## src/rtl/maze_dfs_walker.sv

```systemverilog
// Depth-first maze solver over an external 1-bit maze memory; keeps the path on an indexed
// stack and replays it over valid/ready. Define STEP_COUNT_EN to add the saturating `steps` output.
module maze_dfs_walker #(
  parameter int XW     = 4,
  parameter int YW     = 4,
  parameter int DEPTH  = 256,
  parameter int GOAL_X = 2**XW-1,
  parameter int GOAL_Y = 2**YW-1
) (
  input  logic                       clk,
  input  logic                       rst,
  input  logic                       go,
  input  logic [XW-1:0]              start_x,
  input  logic [YW-1:0]              start_y,
  output logic [XW-1:0]              mem_x,
  output logic [YW-1:0]              mem_y,
  output logic                       mem_rd,
  input  logic                       mem_rdata,
  output logic                       mem_wr,
  output logic                       busy,
  output logic                       found,
  output logic                       fail,
  output logic [$clog2(DEPTH+1)-1:0] path_len,
  output logic                       path_valid,
  input  logic                       path_ready,
  output logic [1:0]                 path_dir,
  output logic                       path_last
`ifdef STEP_COUNT_EN
  ,
  output logic [15:0]                steps
`endif
);

  localparam int LW = $clog2(DEPTH+1);
  localparam int IW = (DEPTH > 1) ? $clog2(DEPTH) : 1;
  localparam logic [XW-1:0] GX   = XW'(GOAL_X);
  localparam logic [YW-1:0] GY   = YW'(GOAL_Y);
  localparam logic [XW-1:0] XMAX = '1;
  localparam logic [YW-1:0] YMAX = '1;
  localparam logic [LW-1:0] FULL = LW'(DEPTH);

  typedef enum logic [2:0] {
    S_IDLE, S_MARK, S_PROBE, S_CHECK, S_ADVANCE, S_BACK, S_REPLAY, S_FAIL
  } state_t;

  state_t          state_q, state_d;
  logic [XW-1:0]   x_q, x_d, nbr_x;
  logic [YW-1:0]   y_q, y_d, nbr_y;
  logic [1:0]      dir_q, dir_d, top_dir;
  logic [LW-1:0]   len_q, len_d, idx_q, idx_d, top_idx;
  logic            blk_q, blk_d;
  logic            found_q, found_d;
  logic            fail_q, fail_d;
  logic            nbr_out;
  logic            push_en;
  logic [1:0]      stack_q [DEPTH];

  assign top_idx = len_q - 1'b1;
  assign top_dir = stack_q[top_idx[IW-1:0]];

  // Neighbour in the current probe direction; edge tests happen before any arithmetic.
  always_comb begin
    nbr_x   = x_q;
    nbr_y   = y_q;
    nbr_out = 1'b0;
    case (dir_q)
      2'd0: if (y_q == '0)   nbr_out = 1'b1; else nbr_y = y_q - 1'b1;
      2'd1: if (x_q == XMAX) nbr_out = 1'b1; else nbr_x = x_q + 1'b1;
      2'd2: if (y_q == YMAX) nbr_out = 1'b1; else nbr_y = y_q + 1'b1;
      default: if (x_q == '0) nbr_out = 1'b1; else nbr_x = x_q - 1'b1;
    endcase
  end

  always_comb begin
    state_d = state_q;
    x_d     = x_q;
    y_d     = y_q;
    dir_d   = dir_q;
    len_d   = len_q;
    idx_d   = idx_q;
    blk_d   = blk_q;
    found_d = found_q;
    fail_d  = fail_q;
    push_en = 1'b0;
    mem_rd  = 1'b0;
    mem_wr  = 1'b0;
    mem_x   = '0;
    mem_y   = '0;
    case (state_q)
      S_IDLE: begin
        if (go) begin
          x_d     = start_x;
          y_d     = start_y;
          dir_d   = 2'd0;
          len_d   = '0;
          idx_d   = '0;
          found_d = 1'b0;
          fail_d  = 1'b0;
          if (start_x == GX && start_y == GY) begin
            found_d = 1'b1;
            state_d = S_REPLAY;
          end else begin
            state_d = S_MARK;
          end
        end
      end
      S_MARK: begin
        mem_wr  = 1'b1;
        mem_x   = x_q;
        mem_y   = y_q;
        state_d = S_PROBE;
      end
      S_PROBE: begin
        state_d = S_CHECK;
        if (nbr_out || len_q == FULL) begin
          blk_d = 1'b1;
        end else begin
          blk_d  = 1'b0;
          mem_rd = 1'b1;
          mem_x  = nbr_x;
          mem_y  = nbr_y;
        end
      end
      S_CHECK: begin
        if (blk_q || mem_rdata) begin
          if (dir_q == 2'd3) begin
            state_d = S_BACK;
          end else begin
            dir_d   = dir_q + 2'd1;
            state_d = S_PROBE;
          end
        end else begin
          state_d = S_ADVANCE;
        end
      end
      S_ADVANCE: begin
        push_en = 1'b1;
        x_d     = nbr_x;
        y_d     = nbr_y;
        dir_d   = 2'd0;
        len_d   = len_q + 1'b1;
        if (nbr_x == GX && nbr_y == GY) begin
          found_d = 1'b1;
          state_d = S_REPLAY;
        end else begin
          state_d = S_MARK;
        end
      end
      S_BACK: begin
        if (len_q == '0) begin
          state_d = S_FAIL;
        end else begin
          // Undo the move on top of the stack and resume with the next direction.
          len_d = top_idx;
          dir_d = top_dir + 2'd1;
          case (top_dir)
            2'd0:    y_d = y_q + 1'b1;
            2'd1:    x_d = x_q - 1'b1;
            2'd2:    y_d = y_q - 1'b1;
            default: x_d = x_q + 1'b1;
          endcase
          if (top_dir != 2'd3) state_d = S_PROBE;
        end
      end
      S_FAIL: begin
        fail_d  = 1'b1;
        state_d = S_IDLE;
      end
      S_REPLAY: begin
        if (len_q == '0) begin
          state_d = S_IDLE;
        end else if (path_ready) begin
          if (idx_q == top_idx) state_d = S_IDLE;
          else                  idx_d   = idx_q + 1'b1;
        end
      end
      default: state_d = S_IDLE;
    endcase
  end

  always_ff @(posedge clk) begin
    if (rst) begin
      state_q <= S_IDLE;
      x_q     <= '0;
      y_q     <= '0;
      dir_q   <= 2'd0;
      len_q   <= '0;
      idx_q   <= '0;
      blk_q   <= 1'b0;
      found_q <= 1'b0;
      fail_q  <= 1'b0;
    end else begin
      state_q <= state_d;
      x_q     <= x_d;
      y_q     <= y_d;
      dir_q   <= dir_d;
      len_q   <= len_d;
      idx_q   <= idx_d;
      blk_q   <= blk_d;
      found_q <= found_d;
      fail_q  <= fail_d;
    end
  end

  // Stack contents are qualified by len_q, so they need no reset.
  always_ff @(posedge clk) begin
    if (push_en) stack_q[len_q[IW-1:0]] <= dir_q;
  end

  assign busy       = (state_q != S_IDLE);
  assign found      = found_q;
  assign fail       = fail_q;
  assign path_len   = len_q;
  assign path_valid = (state_q == S_REPLAY) && (len_q != '0);
  assign path_dir   = path_valid ? stack_q[idx_q[IW-1:0]] : 2'd0;
  assign path_last  = path_valid && (idx_q == top_idx);

`ifdef STEP_COUNT_EN
  logic [15:0] steps_q, steps_d;
  logic        step_evt;

  assign step_evt = (state_q == S_ADVANCE) || (state_q == S_BACK && len_q != '0);

  always_comb begin
    steps_d = steps_q;
    if (state_q == S_IDLE && go)                 steps_d = '0;
    else if (step_evt && steps_q != 16'hFFFF)    steps_d = steps_q + 16'd1;
  end

  always_ff @(posedge clk) begin
    if (rst) steps_q <= '0;
    else     steps_q <= steps_d;
  end

  assign steps = steps_q;
`endif

endmodule

```

## config.mk

```make
export PLATFORM = sky130hd
export DESIGN_NAME = maze_dfs_walker
export DESIGN_NICKNAME = d
export VERILOG_FILES = /design/src/rtl/maze_dfs_walker.sv
export SDC_FILE = /design/constraint.sdc
export NUM_CORES = 1
export LEC_CHECK = 0
export CAP_MARGIN = 10
export CELL_PAD_IN_SITES_DETAIL_PLACEMENT = 1
export CELL_PAD_IN_SITES_GLOBAL_PLACEMENT = 2
export CORE_ASPECT_RATIO = 0.8
export CORE_MARGIN = 2
export CORE_UTILIZATION = 40
export CTS_CLUSTER_DIAMETER = 60
export CTS_CLUSTER_SIZE = 8
export DETAILED_ROUTE_END_ITERATION = 8
export GPL_TIMING_DRIVEN = 0
export PLACE_DENSITY_LB_ADDON = 0.1
export SLEW_MARGIN = 15
export SYNTH_ARGS = -nofsm -noshare
export SYNTH_HDL_FRONTEND = slang
export SYNTH_SLANG_ARGS = --single-unit
```

## constraint.sdc

```tcl
create_clock -name clk -period 7 [get_ports clk]
set_input_delay 1.4 -clock clk [delete_from_list [all_inputs] [get_ports clk]]
set_output_delay 1.4 -clock clk [all_outputs]
set_load 0.005 [all_outputs]
```

==> flow_summary.toml <==
[outcome]
status = "complete, no violations"

[worst_setup_path]
path_class = "flop to output port"
cp-start-kind = "flop"
crit_family = "buffers and inverters"
max_stage_delay_ps = 900
cp_max_fo = 10
crit_chain = "clkbuf_1 -> clkbuf_1 -> mux4_2 -> mux4_2 -> mux4_2 -> mux4_2 -> and2_1 -> clkdlybuf4s50_1"
slowest_stage = "clkbuf_1"
critPathBufInv = 3
endpoint_kind = "output port"
critPathMostFrequentCell = "mux4_2"
worstPathArrival_ps = 5390
cp.required_ps = 5600

[grt]
grt_pass1_vias = 19600
gr-total-overflow = 0
grt.total_usage_pct = 31.3
grt_max_degree = 70
grt_pass1_wl_um = 158000
antenna_found_initial = 3

[sta]
tightest_slew_ps = 1280
final-setup-viol-count = 0
slew_headroom_pct = 14.9
grt_setup_unrepaired = "false"
finalCritPeriodShare_pct = 97.0
skew_ps = 25.2
hold_violations = 0
min_period_ps = 6790
fmax_mhz = 147
final_max_slew_viol_count = 0

[power_and_ir_drop]
finalPower_w = 0.0103
leakagePower_nw = 9.93
powerDensity_nw_per_um2 = 319
ir_drop_mv = 0.248

[yosys]
netlist_top_cells_area = "edfxtp_1 54%, mux4_2 23%, nor2_1 4.5%, dfxtp_1 3.0%, nand2_1 1.3%"
netlist_instances = 1867
synth_edf_count = 512
syn_nets = 1889
synth_top_cell_by_area = "edfxtp_1"
yosysSeqAreaShare_pct = 57.4
ys.warnings.count = 0
ys_ff_latch = 554
synthFlopType = "edfxtp_1"
syn_avg_cell_area_um2 = 15.1
async_flop_share_pct = 0
synth_cell_type_count = 80
yosys.area.top_type_share_pct = 54.4
netlist_area_um2 = 28300

[floorplanning]
die_area_um2 = 72800
dieWidth_um = 301
initial_core_util_pct = 40.3
row_count = 87
die_h_um = 242
io_pins = 39
core_area_um2 = 70200

[clock_tree]
postCtsHoldBufs = 0
cts_buffer_depth = 3
clk_pin_slew_ps = 50
cts-htree-levels = 3
insertion_delay_ps = 650
cts_buffers = 80
cts.sinks = 554
cts_tree = "yes"
cts-root-buf = "clkbuf_16"

[finish]
final_common_cell = "edfxtp_1"
ff_latch_area_um2 = 16200
final_cell_mix = "512 x edfxtp_1, 337 x nor2_1, 294 x mux4_2"
multi_input_area_um2 = 11300
postLayoutCellArea_um2 = 32400
layout.nets = 2022
area_growth_pct = 14.6
fill_cells = 6887
layout-drive-gt1-share_pct = 24.9
finish.utilization_pct = 46.1

[routing]
highest_layer = "met4"
vias = 19700
wl_met2_um = 48700
wl_met1_um = 47400
drc = 0
ant_nets = 0
wl_um = 113000
viasPerCell = 6.64
drt-initial-drc-count = 2576
wire_per_inst_um = 38.1
route.met3.wl_um = 12300
drt_pass1_iterations = 7

[placement]
dpl_cell_area_um2 = 30100
port_buffers = 38
gp_congestion = 0.919
dp_hpwl_um = 79100

[worst_hold_path]
hold_path_class = "flop to flop"

[run]
max_cap_viol_count = 0
==> registers in the layout, indices dropped and copies added (netlist names), 2 cells and up, named ones only <==
signal,count
stack_q,512
idx_q,9
path_len,9
x_q,4
y_q,4
state_q,3
dir_q,2
==> cell type report <==
class / instances / area share (%)
Tap cell: 934 / 3.61
Antenna cell: 1 / 0.00773
Clock buffer: 102 / 6.44
Sequential cell: 554 / 50.1
Inverter: 30 / 0.355
Multi-Input combinational cell: 1134 / 34.8
Timing Repair Buffer: 52 / 2.01
Clock inverter: 8 / 0.325
Buffer: 148 / 2.33
==> power breakdown <==
group	internal [W]	leakage, nW	switching (W)	total [W]
registers	0.00387	5.04	0.0000651	0.00394
clock network	0.00207	1.05	0.00147	0.00354
logic	0.000980	3.83	0.00188	0.00286
total	0.00692	9.93	0.00342	0.0103
==> per-layer routing <==
layer	track usage, %	vias up
li1	-	7691
met1	45.9	10600
met2	44.6	1211
met3	8.54	217
met4	11.4	0
met5	0	-
==> synth_stat cells, types with 4 or more instances <==
cell / n
and2_1: 11
clkbuf_1: 92
buf_2: 16
xor2_1: 11
a211oi_1: 6
nand2b_1: 9
dfxtp_1: 42
mux2i_1: 23
buf_1: 19
mux4_2: 294
a22o_1: 9
nor3_1: 12
edfxtp_1: 512
or4_1: 5
inv_1: 29
buf_4: 15
a32o_1: 8
nor2_1: 338
a21oi_1: 40
o21ai_0: 25
buf_6: 6
nor3b_1: 6
o21ai_1: 4
o211ai_1: 17
or3_1: 8
nor2b_1: 11
a31oi_1: 8
or2_2: 4
nand3_1: 56
ha_1: 9
and3_1: 5
xnor2_1: 21
o2bb2ai_1: 4
mux4_1: 5
nand2_1: 101
o22ai_1: 12
nand4_1: 12
==> cell families (layout without fill, tap and decap cells) <==
| logic type | count (synthesis) | count (layout) | synth area share (%) |
|---|---|---|---|
| flip-flops | 554 | 554 | 57.4 |
| AND/OR/NAND/NOR | 592 | 592 | 9.05 |
| other | 0 | 1 | 0 |
| buffers and inverters | 179 | 340 | 2.85 |
| XOR/XNOR | 34 | 34 | 1.17 |
| adder cells (fa/ha/maj) | 9 | 9 | 0.398 |
| AO/OA/AOI/OAI | 176 | 176 | 4.42 |
| multiplexers | 323 | 323 | 24.7 |
==> timing repair <==
action                     4_1_cts  5_1_grt
setup endpoints to repair       19        1
gates resized for setup          7        2
buffers inserted                 1        0
==> stage by stage <==
step           setup TNS [ps]  instances  hold WS, ps  setup WS [ps]
2_1_floorplan               0       1867          470            244
3_3_place_gp          -725990       2839          502          -5620
3_5_place_dp            -9130       2851          527           -877
4_1_cts                     0       2961          534           36.7
5_1_grt                     0       2962          544            166
6_report                    0       2963          518            210
==> worst min-delay path, cell delays in order, from the launching register on <==
cell     delay [ps]
dfxtp_1         330
o21ai_0          80
a21oi_1          60
==> path summary, 6_finish.rpt <==
kind	startpoint	slack (ps)	cells after the start	end
max	flop	210	8	path_dir[1]
min	idx_q[8]$_SDFFE_PP0N_	520	2	idx_q[8]$_SDFFE_PP0N_
max reg2reg	path_len[0]$_SDFFE_PP0P_	240	17	x_q[1]$_SDFFE_PP0P_
min reg2reg	idx_q[8]$_SDFFE_PP0N_	520	2	idx_q[8]$_SDFFE_PP0N_
Power figures use the tool's default switching activity.
